--- config.mk ---
export PLATFORM = sky130hd
export DESIGN_NAME = ctech_lib_mux2_rr_sched
export DESIGN_NICKNAME = d
export VERILOG_FILES = /design/src/rtl/ctech_lib_mux2_sched_pkg.sv /design/src/rtl/ctech_lib_mux2_bus.sv /design/src/rtl/ctech_lib_mux_2to1.sv /design/src/rtl/ctech_lib_mux2_rr_sched.sv
export SDC_FILE = /design/constraint.sdc
export NUM_CORES = 1
export LEC_CHECK = 0
export CORE_ASPECT_RATIO = 0.7
export CORE_UTILIZATION = 30
export CTS_BUF_LIST = sky130_fd_sc_hd__clkbuf_8
export DETAILED_ROUTE_END_ITERATION = 12
export GPL_TIMING_DRIVEN = 0
export PLACE_DENSITY = 0.54
export SYNTH_ARGS = -nofsm -noshare
export SYNTH_HDL_FRONTEND = slang
export SYNTH_SLANG_ARGS = --single-unit
--- constraint.sdc ---
create_clock -name clk -period 2.15 [get_ports clk]
set_input_delay 0.3225 -clock clk [delete_from_list [all_inputs] [get_ports clk]]
set_output_delay 0.3225 -clock clk [all_outputs]
set_load 0.01 [all_outputs]
--- src/rtl/ctech_lib_mux2_sched_pkg.sv ---
// rtl/ctech_lib_mux2_sched_pkg.sv - shared types and helpers for the two-requester round-robin scheduler
package ctech_lib_mux2_sched_pkg;

    typedef enum logic [1:0] {
        ST_IDLE = 2'd0,
        ST_OWN0 = 2'd1,
        ST_OWN1 = 2'd2
    } sched_state_e;

    typedef logic req_id_t;

    localparam req_id_t REQ0 = 1'b0;
    localparam req_id_t REQ1 = 1'b1;

    // Beat counter must be able to hold MAX_BURST itself.
    function automatic int cnt_width(input int max_burst);
        return (max_burst < 1) ? 1 : $clog2(max_burst + 1);
    endfunction

endpackage

--- src/rtl/ctech_lib_mux2_bus.sv ---
// rtl/ctech_lib_mux2_bus.sv - W-bit 2:1 bus mux assembled from per-bit mux cells
module ctech_lib_mux2_bus #(
    parameter int W = 9
) (
    input  logic [W-1:0] d1_i,
    input  logic [W-1:0] d2_i,
    input  logic         s_i,
    output logic [W-1:0] z_o
);

    for (genvar gi = 0; gi < W; gi++) begin : g_bit
        ctech_lib_mux_2to1 u_cell (
            .d1_i (d1_i[gi]),
            .d2_i (d2_i[gi]),
            .s_i  (s_i),
            .z_o  (z_o[gi])
        );
    end

endmodule

--- src/rtl/ctech_lib_mux_2to1.sv ---
// rtl/ctech_lib_mux_2to1.sv - single-bit 2:1 mux cell (s=0 selects d1, s=1 selects d2)
module ctech_lib_mux_2to1 (
    input  logic d1_i,
    input  logic d2_i,
    input  logic s_i,
    output logic z_o
);

    assign z_o = s_i ? d2_i : d1_i;

endmodule

--- src/rtl/ctech_lib_mux2_rr_sched.sv ---
// rtl/ctech_lib_mux2_rr_sched.sv - round-robin burst scheduler sharing one 2:1 mux into a registered output stage
module ctech_lib_mux2_rr_sched
    import ctech_lib_mux2_sched_pkg::*;
#(
    parameter int WIDTH     = 8,
    parameter int MAX_BURST = 16
) (
    input  logic             clk,
    input  logic             rst_b,
    input  logic             req0_valid,
    input  logic [WIDTH-1:0] req0_data,
    input  logic             req0_last,
    output logic             req0_ready,
    input  logic             req1_valid,
    input  logic [WIDTH-1:0] req1_data,
    input  logic             req1_last,
    output logic             req1_ready,
    output logic             out_valid,
    output logic [WIDTH-1:0] out_data,
    output logic             out_last,
    output logic             out_src,
    input  logic             out_ready,
    output logic             busy
);

    localparam int                 CNT_W   = cnt_width(MAX_BURST);
    localparam logic [CNT_W-1:0]   MAX_CNT = CNT_W'(MAX_BURST);
    localparam logic [CNT_W-1:0]   ONE_CNT = CNT_W'(1);

    sched_state_e     state_q, state_d;
    req_id_t          ptr_q, ptr_d;
    logic [CNT_W-1:0] cnt_q, cnt_d;

    logic             out_valid_q;
    logic [WIDTH-1:0] out_data_q;
    logic             out_last_q;
    req_id_t          out_src_q;

    req_id_t          sel;
    logic             load;
    logic             rdy0, rdy1;
    logic             xfer;
    logic [WIDTH:0]   mux_z;

    // Output slot can take a new beat when empty or being drained this cycle.
    assign load = out_ready | ~out_valid_q;

    ctech_lib_mux2_bus #(
        .W (WIDTH + 1)
    ) u_bus (
        .d1_i ({req0_last, req0_data}),
        .d2_i ({req1_last, req1_data}),
        .s_i  (sel),
        .z_o  (mux_z)
    );

    // Select and readies depend only on state, valids and load.
    always_comb begin
        sel  = REQ0;
        rdy0 = 1'b0;
        rdy1 = 1'b0;
        case (state_q)
            ST_IDLE: begin
                if (req0_valid & req1_valid) begin
                    sel = ~ptr_q;
                end else if (req1_valid) begin
                    sel = REQ1;
                end else begin
                    sel = REQ0;
                end
                rdy0 = load & req0_valid & (sel == REQ0);
                rdy1 = load & req1_valid & (sel == REQ1);
            end
            ST_OWN0: begin
                sel  = REQ0;
                rdy0 = load;
            end
            ST_OWN1: begin
                sel  = REQ1;
                rdy1 = load;
            end
            default: begin
                sel  = REQ0;
                rdy0 = 1'b0;
                rdy1 = 1'b0;
            end
        endcase
    end

    assign xfer = (rdy0 & req0_valid) | (rdy1 & req1_valid);

    always_comb begin
        state_d = state_q;
        ptr_d   = ptr_q;
        cnt_d   = cnt_q;
        if (xfer) begin
            if (state_q == ST_IDLE) begin
                if (mux_z[WIDTH] || (MAX_BURST == 1)) begin
                    ptr_d = sel;
                end else begin
                    state_d = (sel == REQ0) ? ST_OWN0 : ST_OWN1;
                    cnt_d   = ONE_CNT;
                end
            end else begin
                cnt_d = cnt_q + ONE_CNT;
                // A cut burst releases the lock without marking the beat as last.
                if (mux_z[WIDTH] || ((cnt_q + ONE_CNT) == MAX_CNT)) begin
                    state_d = ST_IDLE;
                    ptr_d   = sel;
                    cnt_d   = '0;
                end
            end
        end
    end

    always_ff @(posedge clk or negedge rst_b) begin
        if (!rst_b) begin
            state_q     <= ST_IDLE;
            ptr_q       <= REQ1;
            cnt_q       <= '0;
            out_valid_q <= 1'b0;
            out_data_q  <= '0;
            out_last_q  <= 1'b0;
            out_src_q   <= REQ0;
        end else begin
            state_q <= state_d;
            ptr_q   <= ptr_d;
            cnt_q   <= cnt_d;
            if (load) begin
                out_valid_q <= xfer;
                if (xfer) begin
                    out_data_q <= mux_z[WIDTH-1:0];
                    out_last_q <= mux_z[WIDTH];
                    out_src_q  <= sel;
                end
            end
        end
    end

    assign req0_ready = rst_b & rdy0;
    assign req1_ready = rst_b & rdy1;
    assign out_valid  = out_valid_q;
    assign out_data   = out_data_q;
    assign out_last   = out_last_q;
    assign out_src    = out_src_q;
    assign busy       = (state_q != ST_IDLE);

endmodule

==> flow_metrics.env, run 1 <==
export IMPL_synthArstFlopShare_pct=100.0
export IMPL_core_area_um2=3558
export IMPL_vias=1034
export IMPL_rsz0062_at_grt="no"
export IMPL_cp_required_ps=1830
export IMPL_drc=0
export IMPL_swShare_pct=39.40
export IMPL_startpoint_type="input pin"
export IMPL_dr_pass1_iters=4
export IMPL_status="complete, no violations"
export IMPL_syn_inst=116
export IMPL_dp_hpwl_um=2221
export IMPL_place_gp_congestion=0.8176
export IMPL_finalMaxSlewViolations=0
export IMPL_crit_family="buffers and inverters"
export IMPL_slowest_delay_ps=500
export IMPL_synthFlopType="dfrtp_1"
export IMPL_power_leakage_nw=0.7288
export IMPL_fin_ws_ps=71.95
export IMPL_hp_class="in2async"
export IMPL_ios=37
export IMPL_via_per_inst=5.044
export IMPL_seq_area_frac_synth_pct=42.19
export IMPL_drtIter0Drc=56
export IMPL_power_mw=1.916
export IMPL_cap_violations=0
export IMPL_antennaDiodeCount=0
export IMPL_ys_warnings_count=0
export IMPL_p_per_area_nw_per_um2=1196
export IMPL_synth_nets=140
export IMPL_grt_max_degree=21
export IMPL_crit_path_max_fanout=13
export IMPL_numCtsBuffers=3
export IMPL_fillers=371
export IMPL_area_growth_pct=41.75
export IMPL_crit_arrival_ps=1760
export IMPL_grt_pass1_wl_um=4988
export IMPL_pre_cts_slack_ps=-591.5
export IMPL_switchingPower_mw=0.7548
export IMPL_cts_clk_slew_worst_paths_ps=80
export IMPL_vdd_ir_drop_max_uv=433.5
export IMPL_clock_sinks=19
export IMPL_io_buffer_count=36
export IMPL_post_cts_buffers=0
export IMPL_nNetsFinal=180
export IMPL_grt_usage_pct=16.88
export IMPL_clkLatencyLatePin_ps=270
export IMPL_wl_um=2950
export IMPL_wl_per_cell_um=14.39
export IMPL_antenna_found_initial=0
export IMPL_hold_viol_final=0
export IMPL_post_route_period_util_pct=96.65
export IMPL_ys_seq_elements=19
export IMPL_setup_violations_final=0
export IMPL_synth_edf_count=0
export IMPL_max_freq_mhz=481.2
export IMPL_seqPwrFrac_pct=32.1
export IMPL_worstMarginPinSlew_ps=534.3
export IMPL_die_h_um=53.35
export IMPL_cts_tree="yes"
export IMPL_setup_worst_path_class="in2out"
export IMPL_grt_use_met1_pct=25.35
export IMPL_synthDistinctLibCells=45
export IMPL_die_x_um=75.35
export IMPL_overflow=0
export IMPL_combPwrFrac_pct=54.1
export IMPL_p_int_mw=1.161
export IMPL_cp_slowest_cell="clkdlybuf4s50_1"
export IMPL_grt_use_met2_pct=24.26
export IMPL_worstSetupStartpoint="req1_valid"
export IMPL_slew_limit_headroom_pct=64.38
export IMPL_period_needed_ps=2078
export IMPL_antenna_left=0
export IMPL_avgSynthCellArea_um2=9.740
export IMPL_htreeDepth=1
export IMPL_dieArea_um2=4020
export IMPL_rr_startpoint="state_q[1]"
export IMPL_cts_buffer_depth=2
export IMPL_start_util_pct=31.75
export IMPL_clockRootBuffer="clkbuf_8"
export IMPL_synth_area_um2=1130
export IMPL_drive_above_1_share_pct=11.61
export IMPL_clkPwrFrac_pct=13.8
export IMPL_end_kind="output pin"
export IMPL_path_buf_inv=2
export IMPL_use_met3_pct=4.190
export IMPL_grt_pass1_vias=977
export IMPL_rows=18
export IMPL_mostFrequentLayoutCell="clkdlybuf4s50_1"
export IMPL_grt_busiest_layer="met1"
export IMPL_layout_common_cells="clkdlybuf4s50_1, dfrtp_1, nand2_1, o21ai_0, mux2i_1"
export IMPL_worst_clock_skew_ps=10.58
export IMPL_crit_path_cell_trace="clkdlybuf4s50_1, a21bo_4, a21o_4, nor2_1, dlygate4sd2_1"
==> cells in the mapped netlist, drive strengths merged, types with 2 or more instances <==
cell type,n,area share [%]
dfrtp,18,40
nand2,15,5.0
o21ai,12,5.3
mux2i,8,7.1
a21o,5,3.4
buf,5,2.7
inv,5,1.7
nor2b,4,2.4
a211o,3,2.3
a21oi,3,1.3
nor2,3,1.0
nor3,3,1.3
o211ai,3,2.0
and3,2,1.6
nand3,2,0.89
==> kinds of logic after synthesis <==
kind of cell,count (synthesis),synth area share [%]
fa+ha+maj,1,1.107
xor+xnor,1,0.7753
buf+inv,11,4.650
simple gates,37,18.16
compound gates,38,25.03
mux,9,8.084
flops,19,42.19
==> worst reg2reg max path: cells and delay by family, from the launching register on <==
family | cells | cell delay, ps
AO/OA/AOI/OAI | 2 | 440
buffers and inverters | 1 | 170
flip-flops | 1 | 370
AND/OR/NAND/NOR | 2 | 590
==> flip-flops by register name, summed over array words and instances (netlist names) <==
register / cells
cnt_q: 5
out_src: 1
out_data: 8
state_q: 2
ptr_q: 1
out_last: 1
out_valid: 1
==> worst paths after layout <==
kind,end,slack (ps),depth (start not counted)
setup reg to reg,cnt_q[3],460,5
min in group clk,out_data[7],490,2
max in group asynchronous,ptr_q,1670,1
setup / recovery,req1_ready,70,5
hold / removal,cnt_q[0],120,1
hold reg to reg,out_data[7],490,2
==> power by group through the flow <==
stage	Clock (mW)	Combinational, mW	Sequential (mW)
detailed placement	0	1.04	0.621
finish	0.264	1.04	0.615
global route	0.281	1.15	0.640
global placement	0	1.03	0.614
floorplan	0	0.557	0.655
CTS	0.271	1.04	0.617
==> stage by stage <==
stage | setup TNS [ps] | std cells | hold slack, ps | area (um^2) | utilization (%)
global route | 0 | 205 | 153.4 | 1602 | 45.01
finish | 0 | 205 | 115.5 | 1602 | 45.01
floorplan | 0 | 116 | 26.91 | 1130 | -
CTS | 0 | 205 | 135.6 | 1599 | 44.94
global placement | -1016 | 202 | 465.2 | 1553 | 43.64
detailed placement | -1114 | 202 | 468.7 | 1553 | 43.64
==> per-layer routing <==
layer,share of wire (%),up-vias
li1,-,506
met2,44,24
met5,0,-
met4,0,0
met3,4.6,0
met1,51,504
==> area by class of cell <==
class | instances | area [um^2] | share of cell area (%)
tap | 50 | 62.56 | 3.906
timing repair buffer | 36 | 359.1 | 22.42
clock inverter | 1 | 5.005 | 0.3125
inverter | 5 | 18.77 | 1.172
buffer | 5 | 28.78 | 1.797
clock buffer | 3 | 41.29 | 2.578
sequential | 19 | 476.7 | 29.77
multi-input combinational | 86 | 609.3 | 38.05
==> what timing repair did <==
action | 4_1_cts | 5_1_grt
hold buffers | 0 | 0
setup endpoints to repair | 2 | 1
pin swaps | 0 | 0
resized for setup | 6 | 1
Note: power is estimated with default switching activity, not from simulation.
==> run 2, diff against run 1 <==
--- a/config.mk
+++ b/config.mk
@@ -6,11 +6,12 @@
 export NUM_CORES = 1
 export LEC_CHECK = 0
 export CORE_ASPECT_RATIO = 0.7
-export CORE_UTILIZATION = 30
+export CORE_UTILIZATION = 47
 export CTS_BUF_LIST = sky130_fd_sc_hd__clkbuf_8
 export DETAILED_ROUTE_END_ITERATION = 12
+export GPL_ROUTABILITY_DRIVEN = 0
 export GPL_TIMING_DRIVEN = 0
-export PLACE_DENSITY = 0.54
+export PLACE_DENSITY = 0.8
 export SYNTH_ARGS = -nofsm -noshare
 export SYNTH_HDL_FRONTEND = slang
 export SYNTH_SLANG_ARGS = --single-unit
==> run 2 against run 1 <==
- hold slack got worse by 3.7 ps
- utilization rose by 27 points
- clock skew down 9.7 ps
- die area is 35% lower
- critical path type unchanged
- critical endpoint unchanged
==> flow_metrics.env, run 2 (synthesized netlist as in run 1, its figures left out) <==
export IMPL_status="complete, no violations"
export IMPL_startpoint_type="input pin"
export IMPL_cts_clk_slew_worst_paths_ps=70
export IMPL_start_util_pct=51.19
export IMPL_cp_slowest_cell="clkdlybuf4s50_1"
export IMPL_grt_pass1_wl_um=4547
export IMPL_cts_tree="yes"
export IMPL_via_per_inst=5.620
export IMPL_r2r_end="cnt_q[3]"
export IMPL_dieArea_um2=2607
export IMPL_wl_per_cell_um=14.83
export IMPL_drc=0
export IMPL_worstMarginPinSlew_ps=490.7
export IMPL_numCtsBuffers=3
export IMPL_mostFrequentLayoutCell="clkdlybuf4s50_1"
export IMPL_cp_required_ps=1830
export IMPL_rrSetupSlack_ps=500
export IMPL_whs_ps=111.7
export IMPL_drive_above_1_share_pct=10.97
export IMPL_fin_ws_ps=94.66
export IMPL_cp_depth=5
export IMPL_die_h_um=43.02
export IMPL_post_route_period_util_pct=95.60
export IMPL_clkLatencyLatePin_ps=250
export IMPL_clock_sinks=19
export IMPL_dr_pass1_iters=4
export IMPL_hold_viol_final=0
export IMPL_slew_limit_headroom_pct=67.29
export IMPL_rsz0062_at_grt="no"
export IMPL_rows=14
export IMPL_antenna_found_initial=0
export IMPL_wl_um=2773
export IMPL_crit_path_cell_trace="clkdlybuf4s50_1, a21bo_4, a21o_4, nor2_1, dlygate4sd2_1"
export IMPL_dp_hpwl_um=2142
export IMPL_max_freq_mhz=486.5
export IMPL_grt_max_degree=21
export IMPL_slowest_delay_ps=500
export IMPL_layout_common_cells="clkdlybuf4s50_1, dfrtp_1, nand2_1, o21ai_0, mux2i_1"
export IMPL_ios=37
export IMPL_vdd_ir_drop_max_uv=899.8
export IMPL_crit_arrival_ps=1730
export IMPL_overflow=0
export IMPL_vias=1051
export IMPL_antennaDiodeCount=0
export IMPL_grt_usage_pct=23.90
export IMPL_path_buf_inv=2
export IMPL_antenna_left=0
export IMPL_core_area_um2=2207
export IMPL_fin_cells=187
export IMPL_drtIter0Drc=48
export IMPL_endpoint="req1_ready"
export IMPL_setup_violations_final=0
export IMPL_area_growth_pct=39.87
export IMPL_dp_cells=184
export IMPL_cap_violations=0
export IMPL_cts_buffer_depth=2
export IMPL_p_per_area_nw_per_um2=1195
export IMPL_crit_family="buffers and inverters"
export IMPL_fin_area_um2=1580
export IMPL_power_leakage_nw=0.7393
export IMPL_hp_class="in2async"
export IMPL_rr_startpoint="state_q[0]"
export IMPL_end_kind="output pin"
export IMPL_largest_register_ffs=8
export IMPL_setup_worst_path_class="in2out"
export IMPL_die_x_um=60.60
export IMPL_grt_pass1_vias=991
export IMPL_fillers=181
export IMPL_finalMaxSlewViolations=0
export IMPL_fin_setup_tns_ps=0
export IMPL_r2r_cells=5
export IMPL_nNetsFinal=180
export IMPL_period_needed_ps=2055
export IMPL_clockRootBuffer="clkbuf_8"
export IMPL_worst_clock_skew_ps=0.9278
export IMPL_worstSetupStartpoint="req1_valid"
export IMPL_dpl_cell_area_um2=1530
export IMPL_pre_cts_slack_ps=-487.2
export IMPL_crit_path_max_fanout=13
export IMPL_htreeDepth=1
export IMPL_io_buffer_count=36
-- run 2: changes by cell type in the layout (fill, tap and decap cells not counted) --
cell             previous run  this run
clkdlybuf4s50_1            33        32
inv_1                       5         6
dlymetal6s2s_1              0         1
clkinv_2                    1         0
-- run 2: per-stage QoR --
step	utilization, %	power [mW]
6_report	71.60	1.889
3_5_place_dp	69.33	1.645
3_3_place_gp	69.33	1.619
4_1_cts	71.37	1.897
5_1_grt	71.60	2.028
2_1_floorplan	-	1.212
-- run 2: cell type report --
type	instances	area (um^2)	share of cell area, %
multi-input combinational	86	609.3	38.56
timing repair buffer	36	361.6	22.88
clock buffer	3	41.29	2.613
inverter	5	18.77	1.188
sequential	19	476.7	30.17
buffer	5	28.78	1.821
clock inverter	1	3.754	0.2375
tap	32	40.04	2.534
-- run 2: worst min-delay path by stage --
stage / startpoint / cells after the start / slack [ps] / endpoint
2_1_floorplan: rst_b / 0 / 30 / cnt_q[0]
3_3_place_gp: out_data[1] / 2 / 470 / out_data[1]
4_1_cts: rst_b / 1 / 130 / out_src
3_5_place_dp: out_src / 1 / 470 / out_src
6_report: rst_b / 1 / 110 / cnt_q[4]
5_1_grt: rst_b / 1 / 150 / cnt_q[4]
-- run 2: timing repair --
item	in CTS	in global routing
buffers inserted	0	0
hold buffers	0	0
endpoints found under the setup margin	2	2
gates resized for setup	6	2
-- run 2: layer usage --
layer | track usage, % | wire length [um]
met1 | 33.08 | 1308
met2 | 37.14 | 1286
met3 | 6.707 | 168
met4 | 5.000 | 9
met5 | 0 | 0
-- run 2: report_power, final --
group	switching [mW]	internal, mW	total, mW
Combinational	0.512	0.515	1.03
Sequential	0.101	0.516	0.617
Clock	0.118	0.127	0.245
